[src/rtl/periph_fabric_pkg.sv]
// Shared constants for the peripheral fabric: FSM encodings, control register
// offsets, the default timeout and the control-block address match.
package periph_fabric_pkg;

  // Fabric FSM encodings
  localparam logic [1:0] ST_IDLE   = 2'd0;
  localparam logic [1:0] ST_DECODE = 2'd1;
  localparam logic [1:0] ST_ACCESS = 2'd2;

  // Control register word offsets (addr[3:2])
  localparam logic [1:0] REG_PENDING  = 2'd0;
  localparam logic [1:0] REG_MASK     = 2'd1;
  localparam logic [1:0] REG_ACK      = 2'd2;
  localparam logic [1:0] REG_ERR_ADDR = 2'd3;

  localparam int unsigned TMO_DEFAULT = 255;

  // The control block is a 16-byte window, so only addr[31:4] takes part
  function automatic logic ctrl_match(input logic [31:0] addr, input logic [31:0] base);
    return addr[31:4] == base[31:4];
  endfunction

endpackage

[src/rtl/periph_fabric_irq_aggregator.sv]
// Edge-triggered interrupt aggregator: rising-edge capture into pending,
// software mask, write-1-to-clear acknowledge and a registered combined IRQ.
module periph_fabric_irq_aggregator #(
  parameter int unsigned NUM_IRQ = 8
) (
  input  logic               clk50M,
  input  logic               rst,
  input  logic [NUM_IRQ-1:0] irq_in,
  input  logic               mask_we,
  input  logic [NUM_IRQ-1:0] mask_wdata,
  input  logic               ack_we,
  input  logic [NUM_IRQ-1:0] ack_wdata,
  output logic [NUM_IRQ-1:0] pending,
  output logic [NUM_IRQ-1:0] mask,
  output logic               irq_out
);

  logic [NUM_IRQ-1:0] irq_d;
  logic [NUM_IRQ-1:0] clr;

  assign clr = ack_we ? ack_wdata : '0;

  // Edge capture, W1C (a new edge in the same cycle wins), mask and IRQ output
  always_ff @(posedge clk50M) begin
    if (rst) begin
      irq_d   <= '0;
      pending <= '0;
      mask    <= '0;
      irq_out <= 1'b0;
    end else begin
      irq_d   <= irq_in;
      pending <= (pending & ~clr) | (irq_in & ~irq_d);
      if (mask_we) mask <= mask_wdata;
      irq_out <= |(pending & mask);
    end
  end

endmodule

[src/rtl/periph_fabric.sv]
// Peripheral interconnect: decodes CPU accesses onto NUM_SLAVES memory-mapped
// devices with req/ack handshake and timeout, reports bus errors, and hosts a
// small control block (interrupt pending/mask/ack, last error address).
module periph_fabric import periph_fabric_pkg::*; #(
  parameter int unsigned              NUM_SLAVES = 4,
  parameter logic [NUM_SLAVES*32-1:0] SLAVE_BASE = {32'h1E000000, 32'h00000000,
                                                    32'h1FD003F8, 32'h00000000},
  parameter logic [NUM_SLAVES*32-1:0] SLAVE_MASK = {32'hFF000000, 32'hFFE00000,
                                                    32'hFFFFFFF8, 32'hFFC00000},
  parameter logic [31:0]              CTRL_BASE  = 32'h1FD00400,
  parameter int unsigned              TIMEOUT    = TMO_DEFAULT,
  parameter int unsigned              TMO_W      = 8,
  parameter int unsigned              NUM_IRQ    = 8
) (
  input  logic                     clk50M,
  input  logic                     rst,
  input  logic                     cpu_start,
  input  logic [31:0]              cpu_addr,
  input  logic                     cpu_is_write,
  input  logic [31:0]              cpu_wdata,
  output logic [31:0]              cpu_rdata,
  output logic                     cpu_busy,
  output logic                     cpu_err,
  output logic [NUM_SLAVES-1:0]    slv_sel,
  output logic [31:0]              slv_addr,
  output logic [31:0]              slv_wdata,
  output logic                     slv_we,
  input  logic [NUM_SLAVES*32-1:0] slv_rdata,
  input  logic [NUM_SLAVES-1:0]    slv_ack,
  input  logic [NUM_IRQ-1:0]       irq_in,
  output logic                     irq_out
);

  localparam int unsigned IDX_W = (NUM_SLAVES > 1) ? $clog2(NUM_SLAVES) : 1;

  logic [1:0]         state;
  logic [TMO_W-1:0]   cnt;
  logic [IDX_W-1:0]   sel_idx;
  logic [31:0]        err_addr;

  logic               dec_hit;
  logic [IDX_W-1:0]   dec_idx;
  logic               is_ctrl;
  logic               reg_op;
  logic [1:0]         reg_off;
  logic [31:0]        reg_rdata;
  logic               mask_we;
  logic               ack_we;
  logic [NUM_IRQ-1:0] pending;
  logic [NUM_IRQ-1:0] mask;

  assign is_ctrl = ctrl_match(slv_addr, CTRL_BASE);
  assign reg_off = slv_addr[3:2];
  assign reg_op  = (state == ST_DECODE) && is_ctrl;
  assign mask_we = reg_op && slv_we && (reg_off == REG_MASK);
  assign ack_we  = reg_op && slv_we && (reg_off == REG_ACK);

  // Priority decode: scanning downwards leaves the lowest-index hit in dec_idx
  always_comb begin
    dec_hit = 1'b0;
    dec_idx = '0;
    for (int i = NUM_SLAVES - 1; i >= 0; i--) begin
      if ((slv_addr & SLAVE_MASK[32*i +: 32]) == SLAVE_BASE[32*i +: 32]) begin
        dec_hit = 1'b1;
        dec_idx = IDX_W'(i);
      end
    end
  end

  // Control register read mux; unused bits read as zero
  always_comb begin
    reg_rdata = '0;
    case (reg_off)
      REG_PENDING:  reg_rdata[NUM_IRQ-1:0] = pending;
      REG_MASK:     reg_rdata[NUM_IRQ-1:0] = mask;
      REG_ERR_ADDR: reg_rdata = err_addr;
      default:      reg_rdata = '0;
    endcase
  end

  // Access FSM: latch request, decode, run handshake with timeout, report result
  always_ff @(posedge clk50M) begin
    if (rst) begin
      state     <= ST_IDLE;
      cnt       <= '0;
      sel_idx   <= '0;
      err_addr  <= '0;
      cpu_rdata <= '0;
      cpu_busy  <= 1'b0;
      cpu_err   <= 1'b0;
      slv_sel   <= '0;
      slv_addr  <= '0;
      slv_wdata <= '0;
      slv_we    <= 1'b0;
    end else begin
      case (state)
        ST_IDLE: begin
          if (cpu_start) begin
            slv_addr  <= cpu_addr;
            slv_wdata <= cpu_wdata;
            slv_we    <= cpu_is_write;
            cpu_busy  <= 1'b1;
            state     <= ST_DECODE;
          end
        end
        ST_DECODE: begin
          if (is_ctrl) begin
            cpu_rdata <= slv_we ? 32'h0 : reg_rdata;
            cpu_err   <= 1'b0;
            cpu_busy  <= 1'b0;
            state     <= ST_IDLE;
          end else if (dec_hit) begin
            slv_sel <= NUM_SLAVES'(1) << dec_idx;
            sel_idx <= dec_idx;
            cnt     <= '0;
            state   <= ST_ACCESS;
          end else begin
            cpu_err   <= 1'b1;
            cpu_rdata <= '0;
            err_addr  <= slv_addr;
            cpu_busy  <= 1'b0;
            state     <= ST_IDLE;
          end
        end
        ST_ACCESS: begin
          // Ack is checked first so it wins over a coincident timeout
          if (slv_ack[sel_idx]) begin
            slv_sel   <= '0;
            cpu_rdata <= slv_we ? 32'h0 : slv_rdata[32*sel_idx +: 32];
            cpu_err   <= 1'b0;
            cpu_busy  <= 1'b0;
            state     <= ST_IDLE;
          end else if (cnt == TMO_W'(TIMEOUT)) begin
            slv_sel   <= '0;
            cpu_err   <= 1'b1;
            cpu_rdata <= '0;
            err_addr  <= slv_addr;
            cpu_busy  <= 1'b0;
            state     <= ST_IDLE;
          end else begin
            cnt <= cnt + 1'b1;
          end
        end
        default: state <= ST_IDLE;
      endcase
    end
  end

  periph_fabric_irq_aggregator #(
    .NUM_IRQ(NUM_IRQ)
  ) u_irq (
    .clk50M     (clk50M),
    .rst        (rst),
    .irq_in     (irq_in),
    .mask_we    (mask_we),
    .mask_wdata (slv_wdata[NUM_IRQ-1:0]),
    .ack_we     (ack_we),
    .ack_wdata  (slv_wdata[NUM_IRQ-1:0]),
    .pending    (pending),
    .mask       (mask),
    .irq_out    (irq_out)
  );

endmodule
[config.mk]
export PLATFORM = sky130hd
export DESIGN_NAME = periph_fabric
export DESIGN_NICKNAME = d
export VERILOG_FILES = /design/src/rtl/periph_fabric_pkg.sv /design/src/rtl/periph_fabric_irq_aggregator.sv /design/src/rtl/periph_fabric.sv
export SDC_FILE = /design/constraint.sdc
export NUM_CORES = 1
export LEC_CHECK = 0
export ABC_AREA = 1
export BUFFER_PORTS_ARGS = -buffer_cell sky130_fd_sc_hd__buf_2
export CAP_MARGIN = 20
export CELL_PAD_IN_SITES_DETAIL_PLACEMENT = 1
export CELL_PAD_IN_SITES_GLOBAL_PLACEMENT = 2
export CORE_MARGIN = 5
export CORE_UTILIZATION = 25
export CTS_CLUSTER_SIZE = 16
export DETAILED_ROUTE_END_ITERATION = 7
export PLACE_DENSITY = 0.86
export SLEW_MARGIN = 10
export SYNTH_ARGS = -nofsm -noshare
export SYNTH_HDL_FRONTEND = slang
export SYNTH_SLANG_ARGS = --single-unit
[constraint.sdc]
create_clock -name clk50M -period 2.3 [get_ports clk50M]
set_input_delay 0.23 -clock clk50M [delete_from_list [all_inputs] [get_ports clk50M]]
set_output_delay 0.23 -clock clk50M [all_outputs]
set_load 0.005 [all_outputs]
==> flow_metrics.py <==
metrics = {
    "status": {
        "status": "completed",
    },
    "timing": {
        "fin_crit_sh": 0.917,
        "setup_viol": 0,
        "finalHoldViolations": 0,
        "setup_ws_ns": 0.191,
        "max_clock_freq_mhz": 474,
        "whs_ns": 0.0254,
        "period_needed_ns": 2.11,
        "tightestPinTransition_ns": 0.626,
        "relSlewSlack": 0.582,
        "timing.final.max_slew_violations": 0,
        "rsz0062_at_grt": "false",
        "fin_skew_ns": 0.0155,
        "fin_setup_tns_ns": 0,
    },
    "clock_network": {
        "hold_buffers": 4,
        "clock_latency_ns": 0.44,
        "cts_root_buffer": "clkbuf_16",
        "cts_tree": "done",
        "numCtsBuffers": 17,
        "htreeDepth": 4,
        "post_cts_buffers": 0,
        "clk_pin_slew_worst_paths_ns": 0.07,
        "ctsLongestPathBuffers": 2,
        "ctsResizeCount": 0,
        "cts_sinks": 172,
    },
    "logic_synthesis": {
        "synthTopCellsByArea": "dfxtp_1 38%, nand2_1 15%, nor2_1 12%",
        "ys_seq_area_frac": 0.380,
        "synthesis.nets": 1670,
        "synthesis.area_mm2": 0.00905,
        "syn_inst": 1458,
        "synth_top_cell_by_area": "dfxtp_1",
        "synth_cell_types": 31,
        "ys_warn_count": 0,
        "syn_avg_cell_area_um2": 6.21,
        "ys_seq_elements": 172,
        "synth_top_area_frac": 0.380,
        "synth-async-reset-ratio": 0,
        "ys.flop_type": "dfxtp_1",
        "synth-edff-count": 0,
    },
    "global_routing": {
        "grtUsageTotal": 0.187,
        "grt_pass1_vias": 10800,
        "grt-ovfl-total": 0,
        "grt_use_met2": 0.315,
        "grt_max_degree": 65,
        "antenna_found_initial": 3,
        "grt_pass1_wl_um": 60700,
        "met1_usage": 0.231,
        "grtUsageMet3": 0.0627,
        "top_usage_layer": "met2",
    },
    "critical_path": {
        "crit_family": "simple AND/OR/NAND/NOR gates",
        "path_cells": "nand2_1, nand3_1, nand3_1, nor2_2, o21ai_0, o21ai_0, nor2_1, nor2_1",
        "critPathSlowestCell": "nor2_2",
        "crit_type": "reg -> reg",
        "slowest_delay_ns": 0.55,
        "cp.required_ns": 2.67,
        "cp.depth": 8,
        "crit_arrival_ns": 2.48,
        "cp-start-kind": "register",
        "ff2ff_path_depth": 8,
        "path_max_fanout": 16,
        "reg2reg_setup_slack_ns": 0.19,
        "worst-path-buf-inv": 0,
        "end_kind": "register",
    },
    "cells_and_area": {
        "layout_common_cells": "368 x nand2_1, 311 x buf_2, 291 x nor2_1, 171 x dfxtp_1, 134 x a21oi_1",
        "final_layout_size_suffix_gt1_frac": 0.234,
        "mostFrequentLayoutCell": "nand2_1",
        "n_antenna_cell": 0,
        "syn_to_final_growth_pct": 30.8,
        "nets": 1958,
        "fin_cells": 2220,
    },
    "floorplan": {
        "coreArea_mm2": 0.0357,
        "io_pins": 312,
        "initial_core_util": 0.254,
        "rows": 69,
        "die_y_um": 200,
        "die_area_mm2": 0.0401,
        "die_x_um": 200,
    },
    "place": {
        "portBuffers": 311,
        "dp_slack_ns": 0.274,
        "placed_cells": 2184,
        "gp_congestion": 0.846,
        "hpwl_um": 30400,
    },
    "detailed_routing": {
        "ant_nets": 0,
        "vias": 10400,
        "firstDrtPassIters": 5,
        "drt_iter0_drc": 559,
        "wl_per_cell_um": 17.4,
        "routed_via_density": 4.67,
        "wirelength_um": 38600,
        "drc": 0,
    },
    "run": {
        "maxCapViolCount": 0,
    },
    "worst_hold_path": {
        "hold_path_class": "in -> reg",
        "hold_depth": 3,
    },
    "power": {
        "cellLeakagePower_nw": 5.99,
        "powerDensity_mw_per_mm2": 1030,
        "ir_worst_vdd_mv": 0.517,
    },
}
## power by group
group	switching [W]	total [W]	internal, W
clock	0.00135	0.00312	0.00177
sequential	0.000566	0.00434	0.00377
combinational	0.00299	0.00473	0.00174
## synth_stat cells, drive strengths merged (10+ instances only)
master / instances
o21ai: 107
inv: 122
nand3b: 10
nand2: 374
nor2: 298
a21oi: 136
buf: 46
clkbuf: 45
dfxtp: 172
o22ai: 10
nand3: 101
nand4: 21
## cells by family after synthesis
family | share of synthesized area
and+or+nand+nor | 0.366
adders and majority gates | 0.00553
xor gates and xnor gates | 0.000967
DFF | 0.380
AOI/OAI and AO/OA | 0.148
buffers and inverters | 0.0992
## tightest hold or removal path: stages
cell and delay [ns]:
buf_2 0.10, inv_1 0.04, nor2_1 0.04
## layout make-up
type                    count  area [um2]
clock buffers              18         439
clock inverters            14         180
fillers                  4676       23800
inverters                 124         468
multi-input cells        1071        4720
flip-flops and latches    172        3440
well taps                 461         577
repair buffers            360        2020
## stage by stage
step           cell area (um2)  power [W]   util
3_3_place_gp             11200    0.00904  0.314
5_1_grt                  11800     0.0131  0.332
6_report                 11800     0.0122  0.332
3_5_place_dp             11200    0.00918  0.314
4_1_cts                  11800     0.0124  0.332
2_1_floorplan             9050    0.00726      -
## routing by layer
metal / up-vias / part of all wire
met2: 304 / 0.46
met1: 4826 / 0.45
met4: 6 / 0.018
met3: 35 / 0.072
li1: 5203 / -
met5: - / 0.00093
## path summary, 6_finish.rpt
path | start | to
max | sel_idx[0]$_SDFFE_PP0P_ | cpu_rdata[22]$_SDFFE_PP0P_
min reg2reg | slv_sel[2]$_SDFFE_PP0P_ | slv_sel[2]$_SDFFE_PP0P_
max reg2reg | sel_idx[0]$_SDFFE_PP0P_ | cpu_rdata[22]$_SDFFE_PP0P_
min | irq_in[4] | u_irq.irq_d[4]$_SDFF_PP0_
## state kept, by name (all words and copies together) (netlist names)
| name | flops |
|---|---|
| sel_idx | 2 |
| cpu_rdata | 32 |
| cpu_err | 1 |
| slv_addr | 32 |
| state | 2 |
| u_irq.pending | 8 |
| slv_wdata | 32 |
| cpu_busy | 1 |
| slv_we | 1 |
| slv_sel | 4 |
| u_irq.mask | 8 |
| err_addr | 32 |
| u_irq.irq_d | 8 |
| cnt | 8 |
| u_irq.irq_out | 1 |
Note: power is estimated with default switching activity, not from simulation.
